==> config.mk <==
export PLATFORM = sky130hd
export DESIGN_NAME = fifo_rr_drain
export DESIGN_NICKNAME = d
export VERILOG_FILES = /design/src/rtl/fifo_rr_drain.sv
export SDC_FILE = /design/constraint.sdc
export NUM_CORES = 1
export LEC_CHECK = 0
export ABC_AREA = 1
export BUFFER_PORTS_ARGS = -buffer_cell sky130_fd_sc_hd__buf_4
export CAP_MARGIN = 10
export CORE_MARGIN = 5
export CORE_UTILIZATION = 34
export CTS_CLUSTER_DIAMETER = 100
export DETAILED_ROUTE_END_ITERATION = 7
export GPL_TIMING_DRIVEN = 0
export HOLD_SLACK_MARGIN = 0.05
export PLACE_DENSITY = 0.66
export SKIP_LAST_GASP = 1
export SLEW_MARGIN = 20
export SYNTH_ARGS = -nofsm -noshare
export SYNTH_HDL_FRONTEND = slang
export SYNTH_SLANG_ARGS = --single-unit
==> constraint.sdc <==
create_clock -name i_clk -period 2.95 [get_ports i_clk]
set_input_delay 0.295 -clock i_clk [delete_from_list [all_inputs] [get_ports i_clk]]
set_output_delay 0.295 -clock i_clk [all_outputs]
set_load 0.1 [all_outputs]
==> src/rtl/fifo_rr_drain.sv <==
// Round-robin drain of NUM_SRC 1-cycle-latency FIFOs onto one valid/ready stream,
// with an optional per-source burst allowance before priority rotates.
module fifo_rr_drain #(
  parameter  int NUM_SRC = 4,
  parameter  int DWIDTH  = 8,
  parameter  int BURST   = 1,
  localparam int SW      = $clog2(NUM_SRC),
  localparam int CW      = $clog2(BURST + 1)
) (
  input  logic                             i_clk,
  input  logic                             i_rst,
  input  logic [NUM_SRC-1:0]               i_src_empty,
  input  logic [NUM_SRC-1:0]               i_src_mask,
  output logic [NUM_SRC-1:0]               o_src_pop,
  input  logic [NUM_SRC-1:0][DWIDTH-1:0]   i_src_rdata,
  output logic                             o_valid,
  input  logic                             i_ready,
  output logic [DWIDTH-1:0]                o_data,
  output logic [SW-1:0]                    o_src
);

  localparam logic [SW-1:0] LAST = SW'(NUM_SRC - 1);

  logic [SW-1:0]      ptr, grant, scan;
  logic [CW-1:0]      cnt, newcnt;
  logic [NUM_SRC-1:0] elig;
  logic               found, can_issue;

  assign elig      = i_src_mask & ~i_src_empty;
  assign can_issue = !o_valid || i_ready;

  // Scan from the priority head with an explicit wrap so non-power-of-2 counts work.
  always_comb begin
    grant = '0;
    found = 1'b0;
    scan  = ptr;
    for (int i = 0; i < NUM_SRC; i++) begin
      if (!found && elig[scan]) begin
        grant = scan;
        found = 1'b1;
      end
      scan = (scan == LAST) ? '0 : scan + SW'(1);
    end
  end

  always_comb begin
    o_src_pop = '0;
    if (can_issue && found && !i_rst) o_src_pop[grant] = 1'b1;
  end

  assign newcnt = ((grant == ptr) ? cnt : '0) + CW'(1);

  always_ff @(posedge i_clk) begin
    if (i_rst) begin
      o_valid <= 1'b0;
      o_src   <= '0;
      ptr     <= '0;
      cnt     <= '0;
    end else if (|o_src_pop) begin
      o_valid <= 1'b1;
      o_src   <= grant;
      if (newcnt == CW'(BURST)) begin
        ptr <= (grant == LAST) ? '0 : grant + SW'(1);
        cnt <= '0;
      end else begin
        ptr <= grant;
        cnt <= newcnt;
      end
    end else if (o_valid && i_ready) begin
      o_valid <= 1'b0;
    end
  end

  // The source FIFO holds its read data until popped again, so no data register here.
  assign o_data = o_valid ? i_src_rdata[o_src] : '0;

endmodule

# After elaboration in Yosys (flattened, before gate mapping)

Index checks and enable logic that the tools add are counted.

Logic and storage cells: 63
Output and inout bits: 15
Bits in registers: 5
Bits of input ports: 43

Muxes and demuxes: 28
Reduce and logical (&&, ||, !) cells: 15
Add/sub/neg operators: 4
Equal/unequal tests: 4
Bitwise operators: 2
$lt $le $gt $ge: 7

Operator list:

| operator                                                                             | count |
|---|---|
| 2-bit by 3-bit less-than comparator with 1-bit output (second input constant)        | 6 |
| 8-bit binary-select mux with 2-bit select                                            | 1 |
| 2-bit two-way mux                                                                    | 8 |
| 8-bit two-way mux                                                                    | 2 |
| 1-bit two-way mux                                                                    | 11 |
| 2-bit by 1-bit adder with 2-bit output (second input constant)                       | 4 |
| 1-bit binary-select mux with 2-bit select                                            | 4 |
| 2-bit == test (second input constant)                                                | 4 |
| 1-bit logical AND                                                                    | 7 |
| 1-bit zero test                                                                      | 5 |
| 4-bit bitwise AND                                                                    | 1 |
| 4-bit two-way mux                                                                    | 1 |
| 4-bit inverter                                                                       | 1 |
| 4-bit OR reduction                                                                   | 1 |
| 1-bit demux with 2-bit select                                                        | 1 |
| 2-bit by 1-bit greater-or-equal comparator with 1-bit output (second input constant) | 1 |
| 2-bit nonzero test                                                                   | 1 |
| 1-bit logical OR                                                                     | 1 |

# Longest topological paths before layout

Depth after elaboration: 21
Depth in mapped cells: 18
Gate-level depth less buffers: 18

# Worst setup path after synthesis

Ideal clock, no wire load.

Path type: register to output
Start: register o_src[0]
End: output o_data[1]
Stages on the path, launching flop included: 7
Setup slack: -0.584 ns
Arrival: 3.239 ns
Buffers on the path: 2
Required time: 2.655 ns
Path through: dfxtp_1 -> clkbuf_1 -> clkbuf_1 -> nor2_1 -> nor2_1 -> o21ai_0 -> a21oi_1

Longest elaborated chain between the ends: 3

RTL lines:

| what                                      | line | source |
|---|---|---|
| start: declaration                        | 19   | `output logic [SW-1:0] o_src` |
| start signal: assignment                  | 61   | `o_src <= grant;` |
| 8-bit binary-select mux with 2-bit select | 75   | `assign o_data = o_valid ? i_src_rdata[o_src] : '0;` |
| 8-bit two-way mux (not written as such)   | 75   |  |
| 8-bit two-way mux                         | 75   |  |
| end: declaration                          | 18   | `output logic [DWIDTH-1:0] o_data,` |

No other way between the ends. The select of a mux whose other input is x is not followed.

# Worst setup path in the final report

Start: register ptr[0]
End: output o_src_pop[3]

Longest elaborated chain between the ends: 17
Elaborated cells on any way between the ends: 39
Those cells by class: add/sub: 3; order compare: 2; eq/ne: 3; mux: 22; reduce/logical: 9

RTL lines:

| what                                                                                                                                                               | line | source |
|---|---|---|
| start: declaration                                                                                                                                                 | 24   | `logic [SW-1:0] ptr, grant, scan;` |
| start signal: assignment                                                                                                                                           | 63   | `ptr <= (grant == LAST) ? '0 : grant + SW'(1);` |
| start signal: assignment                                                                                                                                           | 66   | `ptr <= grant;` |
| branches (longest 11 deep; another with 2-bit by 1-bit adder with 2-bit output)                                                                                    | n/a  |  |
| 2-bit two-way mux *                                                                                                                                                | 38   | `if (!found && elig[scan]) begin` |
| named net grant[1]                                                                                                                                                 | 24   |  |
| 2-bit by 3-bit less-than comparator with 1-bit output (not written as such) / 2-bit by 1-bit greater-or-equal comparator with 1-bit output (equally long branches) | 48   | `if (can_issue && found && !i_rst) o_src_pop[grant] = 1'b1;` |
| 1-bit logical AND (not written as such)                                                                                                                            | 48   |  |
| 1-bit two-way mux (not written as such)                                                                                                                            | 48   |  |
| 1-bit demux with 2-bit select *                                                                                                                                    | 48   |  |
| 4-bit two-way mux *                                                                                                                                                | 48   |  |
| end: declaration                                                                                                                                                   | 14   | `output logic [NUM_SRC-1:0] o_src_pop,` |

Mark *: on every way through the listed nets, which the timed path passes. The select of a mux whose other input is x is not followed.

==> qor.txt <==
Num CTS Buffers: 3
Yosys warns: 0
Drt initial violations: 65
Initial Utilization: 0.3591
# setup viols final: 0
H-tree depth: 1
TritonCTS Sinks: 5
# port buffers: 57
Flop-to-flop setup slack: 580 ps
Leak Pwr: 0.8397 nW
Layout Nets: 293
Site Rows: 19
Status: completed
Via count: 1266
Layout cells sized above 1: 0.3934
Yosys reg bits: 5
CP Max Fanout: 7
Worst R2R Start: ptr[0]$_SDFFE_PP0P_
Post-Synthesis Cells: 183
Hold Startpoint: i_rst
Largest net degree at the start of global routing: 11
Max cap viols: 0
CTS tree: yes
Fmax: 367.9 MHz
R2r endpoint: o_valid$_SDFFE_PP0P_
Setup crit end kind: output pin
Total wire length: 3088 µm
Placement-stage cell area: 0.001562 mm²
Mean Syn Cell Area: 5.504 µm²
Worst-skew pair later-pin latency: 240 ps
Crit path launch type: flip-flop
Skew final: 2.649 ps
Syn Std Cell Area: 0.001007 mm²
Reg clk slew, reported paths: 40 ps
Die ar.: 0.004151 mm²
Gpl congestion: 0.7829
Util after Layout: 0.5798
Arrival time of the worst setup path: 2420 ps
Worst path required time: 2650 ps
Final-layout fill cell count: 268
Vias in the first global route: 1101
Remaining DRCs: 0
Final hold vios: 0
Tmin final: 2718 ps
Design Area, Final: 0.001627 mm²
Routed len/inst: 11.23 µm
Post-DP HPWL: 2596 µm
Cell count of the worst reg-to-reg path: 15
Via/cell ratio: 4.604
Clk root buf: clkbuf_4
Hold crit path type: in2reg
Final setup TNS: 0 ps
Die width: 64.43 µm
Maximum buffer depth of the clock tree: 2
Peak VDD IR: 1378 µV
IO Pins: 58
Area grow syn2layout: 61.49%
PwrDens: 1249 mW/mm²
Pins Over Slew Limit: 0
ANT nets after route: 0
Gr ovfl total: 0
Library cells used by synthesis: 22
TritonRoute pass-1 iters: 4
WHS Path Cells: 4
Die H: 64.43 µm
Least-Margin Pin Slew: 591.2 ps
Number of diodes: 0
Syn nets: 231
Slew headroom: 0.6034
Fin crit share: 0.9213
Antenna violations before repair: 0
GR Util All Layers: 0.1434
Hold Path End: ptr[0]$_SDFFE_PP0P_
First-pass GRT wire length: 4892 µm
Core area: 0.002805 mm²
CP Class: reg2out
RSZ-0062 raised after global routing: false
Seq/Total Area, Yosys: 0.09938
==> per-stage QoR <==
stage	cells	hold WS (ps)	power [W]	setup slack [ps]
6_report	275	362.3	0.002032	232.1
3_3_place_gp	271	609.1	0.001910	272.0
2_1_floorplan	183	484.8	0.001607	-353.2
4_1_cts	275	360.1	0.002003	10.88
5_1_grt	275	364.2	0.002215	9.650
3_5_place_dp	271	615.6	0.001916	282.3
==> layer usage <==
| layer | track usage | share of wire | wire length, µm | up-vias |
|---|---|---|---|---|
| li1 | - | - | - | 700 |
| met1 | 0.1863 | 0.48 | 1469 | 527 |
| met2 | 0.2332 | 0.45 | 1391 | 35 |
| met3 | 0.03454 | 0.058 | 180 | 4 |
| met4 | 0.04749 | 0.015 | 47 | 0 |
| met5 | 0 | 0 | 0 | - |
==> flip-flops by register name, indices dropped and copies added, names as in the netlist <==
register,count
o_valid,1
o_src,2
ptr,2
==> synth_stat cells (all sizes together) <==
cell / instances / area share
o211ai: 2 / 0.042
nand3b: 2 / 0.015
o21a: 1 / 0.0075
nand3: 12 / 0.082
dfxtp: 5 / 0.099
a21oi: 10 / 0.050
inv: 22 / 0.082
clkbuf: 4 / 0.015
o21ai: 18 / 0.089
nand2: 48 / 0.22
nor2: 52 / 0.23
ha: 5 / 0.062
clkinv: 2 / 0.0075
==> report_power, final <==
part | internal, W | switching, W | total (W) | leakage, nW
combinational | 0.000561 | 0.00128 | 0.00184 | 0.783
clock | 0.0000510 | 0.0000259 | 0.0000768 | 0.0150
sequential | 0.0000943 | 0.0000232 | 0.000118 | 0.0417
==> layout make-up <==
type | count | area, µm² | area share
Inverter | 24 | 90.09 | 0.05538
Timing Repair Buffer | 57 | 452.9 | 0.2785
Buffer | 4 | 15.01 | 0.009231
Clock buffer | 4 | 26.28 | 0.01615
Multi-Input combinational cell | 150 | 902.1 | 0.5546
Sequential cell | 5 | 101.3 | 0.06231
Tap cell | 31 | 38.79 | 0.02385
==> timing repair <==
action / 4_1_cts / 5_1_grt
hold buffers: 0 / 0
setup buffers: 0 / 0
gates resized for setup: 0 / 9
endpoints found under the setup margin: 0 / 4
==> worst max-delay path: stages, from the launching register on <==
cell	delay [ps]
dfxtp_2	360
ha_4	170
inv_1	80
nand2_4	90
nand2_2	80
nand2_1	50
nor2_1	180
nor2_4	70
nand3b_1	170
nand3_1	80
nand2_1	110
inv_1	100
ha_1	210
inv_1	80
nor2_2	150
buf_12	190
==> cells by family after synthesis <==
logic type,share of synthesized area
compound gates,0.1888
simple gates,0.5453
fa+ha+maj,0.06211
buf+inv,0.1043
flops,0.09938
==> cells in the final DEF (no fill, tap or decap), types with 5 or more instances in the layout <==
cell and instances:
nand2_1 39, inv_1 18, nand2_2 6, o21ai_0 17, nor2_2 5, buf_4 55, a21oi_4 7, nor2_1 44
nand3_1 9, clkbuf_1 5
==> worst max path at each step <==
stage | endpoint | slack (ps) | startpoint | cells past startpoint
3_5_place_dp | o_src_pop[3] | 280 | ptr[0]$_SDFFE_PP0P_ | 14
3_3_place_gp | o_src_pop[3] | 270 | ptr[0]$_SDFFE_PP0P_ | 14
4_1_cts | o_src_pop[3] | 10 | ptr[0]$_SDFFE_PP0P_ | 14
6_report | o_src_pop[3] | 230 | ptr[0]$_SDFFE_PP0P_ | 15
2_1_floorplan | o_src_pop[0] | -350 | o_valid$_SDFFE_PP0P_ | 5
5_1_grt | o_src_pop[3] | 10 | ptr[0]$_SDFFE_PP0P_ | 15
(Power assumes the default switching activity.)
